<file path="config.mk">
export PLATFORM = sky130hd
export DESIGN_NAME = player_engine_multi
export DESIGN_NICKNAME = d
export VERILOG_FILES = /design/src/rtl/player_engine_multi.sv
export SDC_FILE = /design/constraint.sdc
export NUM_CORES = 1
export LEC_CHECK = 0
export ABC_AREA = 1
export BUFFER_PORTS_ARGS = -buffer_cell sky130_fd_sc_hd__buf_2
export CORE_MARGIN = 10
export CORE_UTILIZATION = 61
export DETAILED_ROUTE_END_ITERATION = 10
export MAX_ROUTING_LAYER = met4
export PLACE_DENSITY = 0.9
export SLEW_MARGIN = 30
export SYNTH_ARGS = -nofsm -noshare
export SYNTH_HDL_FRONTEND = slang
export SYNTH_SLANG_ARGS = --single-unit
</file>
<file path="constraint.sdc">
create_clock -name CLK -period 4.2 [get_ports CLK]
set_clock_uncertainty 0.2 [all_clocks]
set_input_delay 0.84 -clock CLK [delete_from_list [all_inputs] [get_ports CLK]]
set_output_delay 0.84 -clock CLK [all_outputs]
set_load 0.05 [all_outputs]
</file>
<file path="src/rtl/player_engine_multi.sv">
// Purpose : player controller for the lane-crossing game (grid moves, car collision, lives, BCD score, 7-seg).
// Latency : car overlap -> hit_pulse 2 cycles; player_y==0 -> score_pulse/respawn 1 cycle; BCD -> 7-seg 1 cycle.
// Backpres: none; switches and cars are level-sampled every cycle, every output is a registered level or strobe.
//
// Ports:
//   CLK, RST            clock, synchronous active-high reset
//   SW1..SW4            up/down/left/right requests (already synchronised)
//   car_x/car_y/car_en  packed per-car position (10 bits each) and collision enable
//   player_x/player_y   player top-left corner, px
//   lives               thermometer life count, LSB-aligned
//   tens/units          BCD score; seg_tens/seg_units are their active-low ABCDEFG patterns
//   hit_pulse           one-cycle strobe on life loss
//   score_pulse         one-cycle strobe on a completed crossing
//   game_over           high while the game is over
module player_engine_multi #(
    parameter int NUM_CARS      = 8,
    parameter int H_DISPLAY     = 640,
    parameter int V_DISPLAY     = 480,
    parameter int PLAYER_W      = 32,
    parameter int PLAYER_H      = 32,
    parameter int CAR_W         = 64,
    parameter int CAR_H         = 32,
    parameter int STEP          = 32,
    parameter int MOVE_PERIOD   = 5000000,
    parameter int LIVES         = 4,
    parameter int INVULN_CYCLES = 25000000
) (
    input  logic                    CLK,
    input  logic                    RST,
    input  logic                    SW1,
    input  logic                    SW2,
    input  logic                    SW3,
    input  logic                    SW4,
    input  logic [10*NUM_CARS-1:0]  car_x,
    input  logic [10*NUM_CARS-1:0]  car_y,
    input  logic [NUM_CARS-1:0]     car_en,
    output logic [9:0]              player_x,
    output logic [9:0]              player_y,
    output logic [LIVES-1:0]        lives,
    output logic [3:0]              tens,
    output logic [3:0]              units,
    output logic [6:0]              seg_tens,
    output logic [6:0]              seg_units,
    output logic                    hit_pulse,
    output logic                    score_pulse,
    output logic                    game_over
);

    localparam logic [1:0] ST_PLAY   = 2'd0;
    localparam logic [1:0] ST_INVULN = 2'd1;
    localparam logic [1:0] ST_OVER   = 2'd2;

    localparam int MCNT_W = $clog2(MOVE_PERIOD);
    localparam int ICNT_W = $clog2(INVULN_CYCLES + 1);

    localparam logic [MCNT_W-1:0] MOVE_LAST = MCNT_W'(MOVE_PERIOD - 1);
    localparam logic [ICNT_W-1:0] INV_LAST  = ICNT_W'(INVULN_CYCLES - 1);

    localparam logic [9:0]  X_HOME  = 10'(H_DISPLAY / 2);
    localparam logic [9:0]  Y_HOME  = 10'(V_DISPLAY - PLAYER_H);
    localparam logic [10:0] X_MAX   = 11'(H_DISPLAY - PLAYER_W);
    localparam logic [10:0] Y_MAX   = 11'(V_DISPLAY - PLAYER_H);
    localparam logic [10:0] STEP_11 = 11'(STEP);
    localparam logic [9:0]  STEP_10 = 10'(STEP);
    localparam logic [10:0] PW_11   = 11'(PLAYER_W);
    localparam logic [10:0] PH_11   = 11'(PLAYER_H);
    localparam logic [10:0] CW_11   = 11'(CAR_W);
    localparam logic [10:0] CH_11   = 11'(CAR_H);

    localparam logic [6:0] SEG_ZERO = 7'b0000001;

    function automatic logic [6:0] seg7(input logic [3:0] d);
        logic [6:0] s;
        case (d)
            4'd0:    s = 7'b0000001;
            4'd1:    s = 7'b1001111;
            4'd2:    s = 7'b0010010;
            4'd3:    s = 7'b0000110;
            4'd4:    s = 7'b1001100;
            4'd5:    s = 7'b0100100;
            4'd6:    s = 7'b0100000;
            4'd7:    s = 7'b0001111;
            4'd8:    s = 7'b0000000;
            4'd9:    s = 7'b0000100;
            default: s = 7'b1111111;
        endcase
        return s;
    endfunction

    logic [1:0]          state;
    logic [MCNT_W-1:0]   move_cnt;
    logic [ICNT_W-1:0]   inv_cnt;
    logic                hit_q;
    logic                move_wrap;
    logic                restart;
    logic [10:0]         px_11;
    logic [10:0]         py_11;
    logic [NUM_CARS-1:0] car_hit;
    logic [9:0]          mv_x;
    logic [9:0]          mv_y;

    // Holding all four switches is a player-initiated reset.
    assign restart   = RST | (SW1 & SW2 & SW3 & SW4);
    assign move_wrap = (move_cnt == MOVE_LAST);

    // Geometry runs at 11 bits so x+width never wraps past 1023.
    assign px_11 = {1'b0, player_x};
    assign py_11 = {1'b0, player_y};

    for (genvar i = 0; i < NUM_CARS; i++) begin : g_car
        logic [10:0] cx;
        logic [10:0] cy;
        assign cx = {1'b0, car_x[10*i +: 10]};
        assign cy = {1'b0, car_y[10*i +: 10]};
        assign car_hit[i] = car_en[i]
                          && (px_11 + PW_11 > cx) && (px_11 < cx + CW_11)
                          && (py_11 + PH_11 > cy) && (py_11 < cy + CH_11);
    end

    // Highest-priority pressed switch picks the direction; if that direction
    // is blocked by the screen edge the player stays put rather than trying
    // a lower-priority switch.
    always_comb begin
        mv_x = player_x;
        mv_y = player_y;
        if (SW1) begin
            if (py_11 >= STEP_11) mv_y = player_y - STEP_10;
        end else if (SW2) begin
            if (py_11 + STEP_11 <= Y_MAX) mv_y = player_y + STEP_10;
        end else if (SW3) begin
            if (px_11 >= STEP_11) mv_x = player_x - STEP_10;
        end else if (SW4) begin
            if (px_11 + STEP_11 <= X_MAX) mv_x = player_x + STEP_10;
        end
    end

    always_ff @(posedge CLK) begin
        if (restart) begin
            state       <= ST_PLAY;
            move_cnt    <= '0;
            inv_cnt     <= '0;
            hit_q       <= 1'b0;
            player_x    <= X_HOME;
            player_y    <= Y_HOME;
            lives       <= '1;
            tens        <= 4'd0;
            units       <= 4'd0;
            seg_tens    <= SEG_ZERO;
            seg_units   <= SEG_ZERO;
            hit_pulse   <= 1'b0;
            score_pulse <= 1'b0;
            game_over   <= 1'b0;
        end else begin
            hit_pulse   <= 1'b0;
            score_pulse <= 1'b0;
            hit_q       <= |car_hit;
            seg_tens    <= seg7(tens);
            seg_units   <= seg7(units);
            move_cnt    <= move_wrap ? '0 : move_cnt + MCNT_W'(1);

            if (state == ST_PLAY && hit_q) begin
                // A hit outranks both a crossing and a move in the same cycle.
                hit_pulse <= 1'b1;
                player_x  <= X_HOME;
                player_y  <= Y_HOME;
                lives     <= lives >> 1;
                if ((lives >> 1) == '0) begin
                    state     <= ST_OVER;
                    game_over <= 1'b1;
                end else begin
                    state   <= ST_INVULN;
                    inv_cnt <= '0;
                end
            end else if (state != ST_OVER) begin
                if (state == ST_INVULN) begin
                    if (inv_cnt == INV_LAST) state <= ST_PLAY;
                    else                     inv_cnt <= inv_cnt + ICNT_W'(1);
                end
                if (player_y == 10'd0) begin
                    score_pulse <= 1'b1;
                    player_x    <= X_HOME;
                    player_y    <= Y_HOME;
                    // Score sticks at 99 but the strobe still fires.
                    if (!(tens == 4'd9 && units == 4'd9)) begin
                        if (units == 4'd9) begin
                            units <= 4'd0;
                            tens  <= tens + 4'd1;
                        end else begin
                            units <= units + 4'd1;
                        end
                    end
                end else if (move_wrap) begin
                    player_x <= mv_x;
                    player_y <= mv_y;
                end
            end
        end
    end

endmodule

</file>
==> impl_metrics.toml, run 1 <==
[outcome]
status = "completed"

[global_routing]
antenna_found_initial = 0
grt_use_total_pct = 26.5
grt_pass1_wl_mm = 49.2
grt_max_degree = 34
overflow = 0
grt_pass1_vias = 11000

[placed_design]
routabilityCongestion = 0.979
hpwlAfterDp_mm = 24.5
portBuffers = 212

[finish]
nets = 2182
drive_above_1_share_pct = 14.3
final_cell_mix = "344 x nand2_1, 252 x inv_1, 212 x buf_2"
n_fill_cell = 1389
n_antenna_cell = 0
syn_to_final_growth_pct = 15.3
layout.cells.most_common = "nand2_1"

[timing]
fmax_mhz = 301
tightest_slew_ps = 900
timing.slew.headroom_pct = 39.8
fin_crit_sh_pct = 79.2
rsz0062_at_grt = "false"
setup_viol = 0
period_needed_ps = 3330
slew_viol_final = 0
setup_tns_ps = 0
final-hold-violation-count = 0

[synth]
seq_area_frac_synth_pct = 17.3
avgSynthCellArea_um2 = 6.53
synth-seq-cells = 90
synth.cell_area_um2 = 10400
syn-instance-count = 1595
async_flop_share_pct = 0
synth_ff_type = "dfxtp_1"
synth-edff-count = 0
synth_warnings = 0
synth_cell_types = 46

[power]
p_total_w = 0.00226
pwr-share-comb_pct = 27.3
power_frac_clock_pct = 33.9
p_sw_share_pct = 32.8
seqPwrFrac_pct = 38.7
vdd_drop_max_v = 0.000218
p_int_w = 0.00152
power_switching_w = 0.000743
p_per_area_nw_per_um2 = 188
cellLeakagePower_nw = 6.35

[run]
maxCapViolCount = 0

[cts]
clock_latency_ps = 340
clkTransAtPathRegs_ps = 70
htreeDepth = 3
post_cts_buffers = 0
clock-sinks = 90
cts_tree = "yes"
holdBufCountCts = 0
cts_max_path_buffers = 2
cts_root_buf = "clkbuf_16"
cts-resized-gates = 0
cts_inserted_buffers = 9

[routing]
drtIter0Drc = 780
drt-vias-per-instance = 5.53
route.vias.total = 11300
drt_wl_total_mm = 30.1
final_antenna_net_count = 0
wl_per_cell_um = 14.8
route.detailed.drc = 0
dr.pass1.iters = 5

[floorplanning]
die_area_um2 = 22700
die_h_um = 151
ios = 223
dieWidth_um = 151
initial_core_util_pct = 62.6
rows = 47
core_um2 = 16600

[setup_path]
cp_slowest_cell = "xor2_1"
cp_max_fo = 14
start_kind = "flop"
cpMostUsedCell = "nand3_1"
crit_family = "simple AND/OR/NAND/NOR gates"
end_kind = "flop"
required_ps = 4280
cp.arrival_ps = 3410
critPathMaxStageDelay_ps = 720
critPathKind = "reg2reg"
path_cells = "ha_1, nand3_1, xor2_1, ha_1, inv_1, nor2_1, nand3_1, nand2_1, nand2_1, nand2_1, nor2_1, nand3_1, nand3_1, nor2_1, a21oi_1"
critical_path.n_buffers_inverters = 1

[worst_hold_path]
hold_path.class = "reg2reg"
[final cells by class]
class | instances | area, µm² | area share [%]
well taps | 220 | 275 | 2.29
repair buffers | 226 | 1170 | 9.71
flip-flops and latches | 90 | 1800 | 15.0
clock buffers | 9 | 225 | 1.87
multi-input cells | 1228 | 7510 | 62.5
inverters | 259 | 977 | 8.13
clock inverters | 7 | 58.8 | 0.490
[path summary, 6_finish.rpt]
path / start / endpoint / slack (ps) / cells after the start
setup / recovery: player_x[5]$_SDFFE_PP0P_ / hit_q$_SDFF_PP0_ / 870 / 15
hold / removal: move_cnt[0]$_SDFF_PP0_ / move_cnt[0]$_SDFF_PP0_ / 250 / 1
setup reg to reg: player_x[5]$_SDFFE_PP0P_ / hit_q$_SDFF_PP0_ / 870 / 15
hold reg to reg: move_cnt[0]$_SDFF_PP0_ / move_cnt[0]$_SDFF_PP0_ / 250 / 1
[per-layer routing]
layer	vias up	global-route usage, %	part of all wire (%)
met4	0	9.14	3.1
met1	5106	31.5	42
met5	-	-	0
met2	464	45.2	47
li1	5637	-	-
met3	76	3.63	7.4
[flip-flops by register name (all words and copies together), names as in the netlist, 2 cells and up]
name	count
inv_cnt	25
lives	4
move_cnt	23
player_x	5
player_y	5
seg_tens	7
seg_units	7
state	2
tens	4
units	4
[synth_stat cells (2+ instances only)]
cell type	n	area share, %
a21o_1	7	0.50
a21oi_1	95	4.6
a22oi_1	4	0.29
and3_1	8	0.48
buf_2	5	0.24
buf_4	11	0.79
buf_6	2	0.22
clkbuf_1	8	0.29
clkinv_1	3	0.11
dfxtp_1	90	17
ha_1	194	23
inv_1	252	9.1
inv_2	3	0.11
nand2_1	344	12
nand3_1	114	5.5
nand3b_1	19	1.4
nand4_1	47	2.8
nor2_1	173	6.2
nor2b_1	2	0.12
nor3_1	48	2.3
nor3_2	2	0.19
nor3b_1	18	1.3
nor3b_2	2	0.24
nor4_1	5	0.30
o211ai_1	7	0.50
o21ai_0	43	2.1
o21ai_2	2	0.17
or2_2	3	0.18
xnor2_1	26	2.2
xor2_1	42	3.5
[power groups by stage]
stage,clock [W],combinational (W),sequential [W]
3_5_place_dp,0,0.000608,0.000895
4_1_cts,0.000784,0.000611,0.000876
3_3_place_gp,0,0.000579,0.000894
2_1_floorplan,0,0.000392,0.000897
6_report,0.000768,0.000619,0.000876
5_1_grt,0.000818,0.000697,0.000877
[metrics by stage]
| step | hold slack [ps] | setup slack [ps] | instance area, µm² | utilization (%) | instances |
|---|---|---|---|---|---|
| floorplan | 218 | 1080 | 10500 | - | 1604 |
| global placement | 233 | 983 | 11700 | 70.5 | 2023 |
| detailed placement | 238 | 877 | 11700 | 70.5 | 2023 |
| CTS | 252 | 885 | 12000 | 72.2 | 2039 |
| global route | 284 | 534 | 12000 | 72.2 | 2039 |
| finish | 247 | 873 | 12000 | 72.2 | 2039 |
[cells by family after synthesis]
family          Yosys count  synth area share, %
compound gates          164                 8.61
fa+ha+maj               194                 23.3
buf+inv                 286                 11.0
flops                    90                 17.3
other cells               1               0.0360
xor+xnor                 68                 5.72
simple gates            792                 34.1
Power figures use the tool's default switching activity.
==> run 2: changes to the inputs <==
--- a/config.mk
+++ b/config.mk
@@ -8,10 +8,10 @@
 export ABC_AREA = 1
 export BUFFER_PORTS_ARGS = -buffer_cell sky130_fd_sc_hd__buf_2
 export CORE_MARGIN = 10
-export CORE_UTILIZATION = 61
+export CORE_UTILIZATION = 57
 export DETAILED_ROUTE_END_ITERATION = 10
 export MAX_ROUTING_LAYER = met4
-export PLACE_DENSITY = 0.9
+export PLACE_DENSITY = 0.85
 export SLEW_MARGIN = 30
 export SYNTH_ARGS = -nofsm -noshare
 export SYNTH_HDL_FRONTEND = slang
==> constraint.sdc (replaced) <==
create_clock -name CLK -period 3.15 [get_ports CLK]
set_clock_uncertainty 0.2 [all_clocks]
set_input_delay 0.63 -clock CLK [delete_from_list [all_inputs] [get_ports CLK]]
set_output_delay 0.63 -clock CLK [all_outputs]
set_load 0.05 [all_outputs]
==> run 2 against run 1 <==
Effect of this change:
- setup slack got worse by 560 ps
- worst hold slack improved by 11 ps
- register-to-register slack got worse by 560 ps
==> impl_metrics.toml, run 2 (synthesized netlist as in run 1, its figures left out) <==
[routing]
final_antenna_net_count = 0
route.vias.total = 11100
route.detailed.drc = 0
drt_wl_total_mm = 29.8
dr.pass1.iters = 5
drtIter0Drc = 728
drt-vias-per-instance = 5.37
wl_per_cell_um = 14.4

[setup_path]
cp_max_fo = 8
cp_slowest_cell = "dfxtp_1"
critPathMaxStageDelay_ps = 480
start_kind = "flop"
path_cells = "ha_1, nand3_1, xor2_1, buf_4, ha_1, inv_1, nor2_1, nand2_1, nand3b_1, nand2_1, nand2_1, nand2_1, nor2_1, nand3_1, nand2_1, nor2_1, a21oi_1"
critPathKind = "reg2reg"
end_kind = "flop"
cp.arrival_ps = 2920
required_ps = 3230
cpMostUsedCell = "nand2_1"

[cts]
cts-resized-gates = 0
htreeDepth = 3
post_cts_buffers = 0
cts_root_buf = "clkbuf_16"
clock_latency_ps = 350
cts_max_path_buffers = 2
cts_inserted_buffers = 9
clock-sinks = 90
cts_tree = "yes"
holdBufCountCts = 0
clkTransAtPathRegs_ps = 70

[global_routing]
grt_max_degree = 34
grt_use_total_pct = 24.5
antenna_found_initial = 2
gr-usage-met1_pct = 30.1
grt_pass1_vias = 10800
use_met3_pct = 4.00
overflow = 0
busiest_layer = "met2"
grt_use_met2_pct = 41.3
grt_pass1_wl_mm = 49.4

[power]
p_per_area_nw_per_um2 = 256
p_total_w = 0.00312
pwr-share-comb_pct = 26.5
p_sw_share_pct = 31.6
vdd_drop_max_v = 0.000298
power_frac_clock_pct = 36.0
seqPwrFrac_pct = 37.4
p_int_w = 0.00213
power_switching_w = 0.000985
cellLeakagePower_nw = 6.44

[floorplanning]
ios = 223
die_area_um2 = 24100
core_um2 = 18000
initial_core_util_pct = 58.0
dieWidth_um = 155
rows = 49
die_h_um = 155

[finish]
final_cell_mix = "344 x nand2_1, 252 x inv_1, 212 x buf_2"
stdcell_area_um2 = 12200
nets = 2198
regMostFlops = "inv_cnt"
largest_reg_flops = 25
drive_above_1_share_pct = 15.1
layout.cells.most_common = "nand2_1"
syn_to_final_growth_pct = 16.9
top_regs = "inv_cnt: 25 flops, move_cnt: 23 flops"

[timing]
setup_tns_ps = 0
whs_ps = 258
timing.slew.headroom_pct = 49.7
rsz0062_at_grt = "false"
slew_viol_final = 0
fmax_mhz = 353
setup_viol = 0
fin_crit_sh_pct = 90.0
final-hold-violation-count = 0
tightest_slew_ps = 752
period_needed_ps = 2840

[placed_design]
hpwlAfterDp_mm = 24.5
placed_area_um2 = 11900
portBuffers = 212
routabilityCongestion = 0.963

[outcome]
status = "completed"

[worst_hold_path]
hold_path.class = "reg2reg"

[run]
maxCapViolCount = 0
==> run 2: power by group through the flow <==
stage               Clock [W]  Combinational (W)  Sequential [W]
detailed placement          0           0.000812         0.00119
finish                0.00112           0.000827         0.00117
global route          0.00119           0.000936         0.00117
floorplan                   0           0.000523         0.00120
global placement            0           0.000784         0.00119
CTS                   0.00114           0.000819         0.00117
==> run 2: final cells by class <==
class / instances / area [µm²]
inverter: 259 / 977
clock buffer: 10 / 239
antenna: 2 / 5.00
tap: 229 / 287
multi-input combinational: 1228 / 7510
sequential: 90 / 1800
timing repair buffer: 242 / 1290
clock inverter: 6 / 72.6
fill: 1602 / 5790
==> run 2: worst paths after layout <==
path / slack, ps / end / cells after the start / start
setup / recovery: 310 / hit_q$_SDFF_PP0_ / 17 / player_x[5]$_SDFFE_PP0P_
hold / removal: 260 / move_cnt[0]$_SDFF_PP0_ / 1 / move_cnt[0]$_SDFF_PP0_
setup reg to reg: 310 / hit_q$_SDFF_PP0_ / 17 / player_x[5]$_SDFFE_PP0P_
hold reg to reg: 260 / move_cnt[0]$_SDFF_PP0_ / 1 / move_cnt[0]$_SDFF_PP0_
==> run 2: per-layer routing <==
metal	vias up	share of wire, %
met2	380	47
met1	4991	45
met3	51	6.5
met4	0	1.8
met5	-	0
li1	5669	-
==> run 2: through the flow <==
step	setup slack, ps	cells	utilization [%]
floorplan	31.4	1604	-
global placement	463	2048	66.0
detailed placement	409	2048	66.0
CTS	388	2064	67.8
global route	119	2066	67.8
finish	314	2066	67.8
==> run 2: critical path, delay by kind of cell (launching register included) <==
family / cells / cell delay (ps)
flops: 1 / 480
compound gates: 1 / 130
simple gates: 11 / 1040
buf+inv: 2 / 220
fa+ha+maj: 2 / 520
xor+xnor: 1 / 180
==> run 3: changes to the inputs <==
--- a/config.mk
+++ b/config.mk
@@ -6,12 +6,11 @@
 export NUM_CORES = 1
 export LEC_CHECK = 0
 export ABC_AREA = 1
-export BUFFER_PORTS_ARGS = -buffer_cell sky130_fd_sc_hd__buf_2
-export CORE_MARGIN = 10
-export CORE_UTILIZATION = 57
+export CORE_UTILIZATION = 65
 export DETAILED_ROUTE_END_ITERATION = 10
+export DONT_BUFFER_PORTS = 1
 export MAX_ROUTING_LAYER = met4
-export PLACE_DENSITY = 0.85
+export PLACE_DENSITY = 0.83
 export SLEW_MARGIN = 30
 export SYNTH_ARGS = -nofsm -noshare
 export SYNTH_HDL_FRONTEND = slang
==> run 3 against run 2 <==
Effect of this change:
- via count decreased by 7.4%
- utilization increased by 4.6 points
- flip-flop and latch count unchanged
- largest cell class unchanged
==> impl_metrics.toml, run 3 (synthesized netlist as in run 1, its figures left out) <==
[outcome]
status = "completed"

[cts]
holdBufCountCts = 0
clock_latency_ps = 340
cts_root_buf = "clkbuf_16"
cts_tree = "yes"
cts_max_path_buffers = 2
htreeDepth = 3
clock-sinks = 90
post_cts_buffers = 0
clkTransAtPathRegs_ps = 60
cts_inserted_buffers = 9
cts-resized-gates = 0

[setup_path]
critPathMaxStageDelay_ps = 360
cp.depth = 17
crit_family = "simple AND/OR/NAND/NOR gates"
cp_max_fo = 8
required_ps = 3220
start_kind = "flop"
cp_slowest_cell = "ha_1"
cp.arrival_ps = 2810
critical_path.n_buffers_inverters = 2
end_kind = "flop"
ff2ff_path_depth = 17
path_cells = "buf_4, nand4_1, nand2_1, inv_1, ha_1, nand2_1, nor2_1, nand2_1, nand3_1, nand2_1, nand2_1, nand2_1, nor2_1, nand3_1, nand3_1, nor2_1, a21oi_1"
critPathKind = "reg2reg"
cpMostUsedCell = "nand2_1"

[routing]
dr.pass1.iters = 6
drt-vias-per-instance = 5.57
final_antenna_net_count = 0
route.detailed.drc = 0
drtIter0Drc = 635
wl_per_cell_um = 14.3
drt_wl_total_mm = 26.3
route.vias.total = 10300

[global_routing]
grt_use_total_pct = 33.4
overflow = 0
grt_pass1_vias = 9843
grt_pass1_wl_mm = 43.9
grt_max_degree = 34
antenna_found_initial = 0

[timing]
tightest_slew_ps = 744
fmax_mhz = 365
final-hold-violation-count = 0
setup_tns_ps = 0
period_needed_ps = 2740
whs_ps = 252
fin_crit_sh_pct = 87.1
timing.slew.headroom_pct = 50.3
slew_viol_final = 0
rsz0062_at_grt = "false"
setup_viol = 0

[floorplanning]
die_h_um = 129
initial_core_util_pct = 67.5
ios = 223
core_um2 = 15400
rows = 45
dieWidth_um = 129
die_area_um2 = 16500

[placed_design]
portBuffers = 0
hpwlAfterDp_mm = 21.2
routabilityCongestion = 0.956

[finish]
final_cell_mix = "344 x nand2_1, 252 x inv_1, 194 x ha_1"
regArea_um2 = 1800
drive_above_1_share_pct = 4.59
top_regs = "inv_cnt: 25 flops, move_cnt: 23 flops"
layout.cells.most_common = "nand2_1"
utilization_pct = 72.4
syn_to_final_growth_pct = 7.27
multiInputGateArea_um2 = 7510
n_antenna_cell = 0
regMostFlops = "inv_cnt"
n_fill_cell = 1338
nets = 1996
largest_reg_flops = 25

[worst_hold_path]
hold_path.class = "reg2reg"
hold_path_depth = 1

[power]
cellLeakagePower_nw = 5.62
vdd_drop_max_v = 0.000271
p_per_area_nw_per_um2 = 263

[run]
maxCapViolCount = 0
-- run 3: layout make-up --
cell class                      count  area share, %
Clock inverter                      7          0.761
Sequential cell                    90           16.1
Multi-Input combinational cell   1228           67.2
Tap cell                          211           2.36
Inverter                          259           8.74
Clock buffer                        9           2.02
Timing Repair Buffer               40           2.80
-- run 3: worst paths after layout --
check	slack (ps)	from	to
worst max-delay path	410	player_x[6]$_SDFFE_PP1P_	hit_q$_SDFF_PP0_
worst min-delay path	250	move_cnt[0]$_SDFF_PP0_	move_cnt[0]$_SDFF_PP0_
worst max register to register	410	player_x[6]$_SDFFE_PP1P_	hit_q$_SDFF_PP0_
worst min register to register	250	move_cnt[0]$_SDFF_PP0_	move_cnt[0]$_SDFF_PP0_
-- run 3: report_power, final --
part           internal (W)  leakage [nW]  switching (W)
logic              0.000256          4.75       0.000404
registers           0.00115         0.726      0.0000158
clock network      0.000630         0.146       0.000480
-- run 3: per-stage QoR --
step / cell area [µm²] / total power, W / setup slack (ps) / std cells
after floorplan: 10500 / 0.00172 / 31.4 / 1604
after CTS: 11200 / 0.00295 / 421 / 1844
final: 11200 / 0.00294 / 407 / 1844
after global placement: 10900 / 0.00182 / 578 / 1828
after global routing: 11200 / 0.00311 / 143 / 1844
after detailed placement: 10900 / 0.00184 / 443 / 1828
-- run 3: per-layer routing --
layer | share of wire, % | GRT usage (%) | vias to the layer above | wire length, µm
li1 | - | - | 5278 | -
met1 | 45 | 40.9 | 4557 | 11800
met2 | 45 | 55.7 | 378 | 11800
met3 | 7.2 | 6.07 | 62 | 1900
met4 | 2.7 | 10.2 | 0 | 709
met5 | 0 | - | - | 0
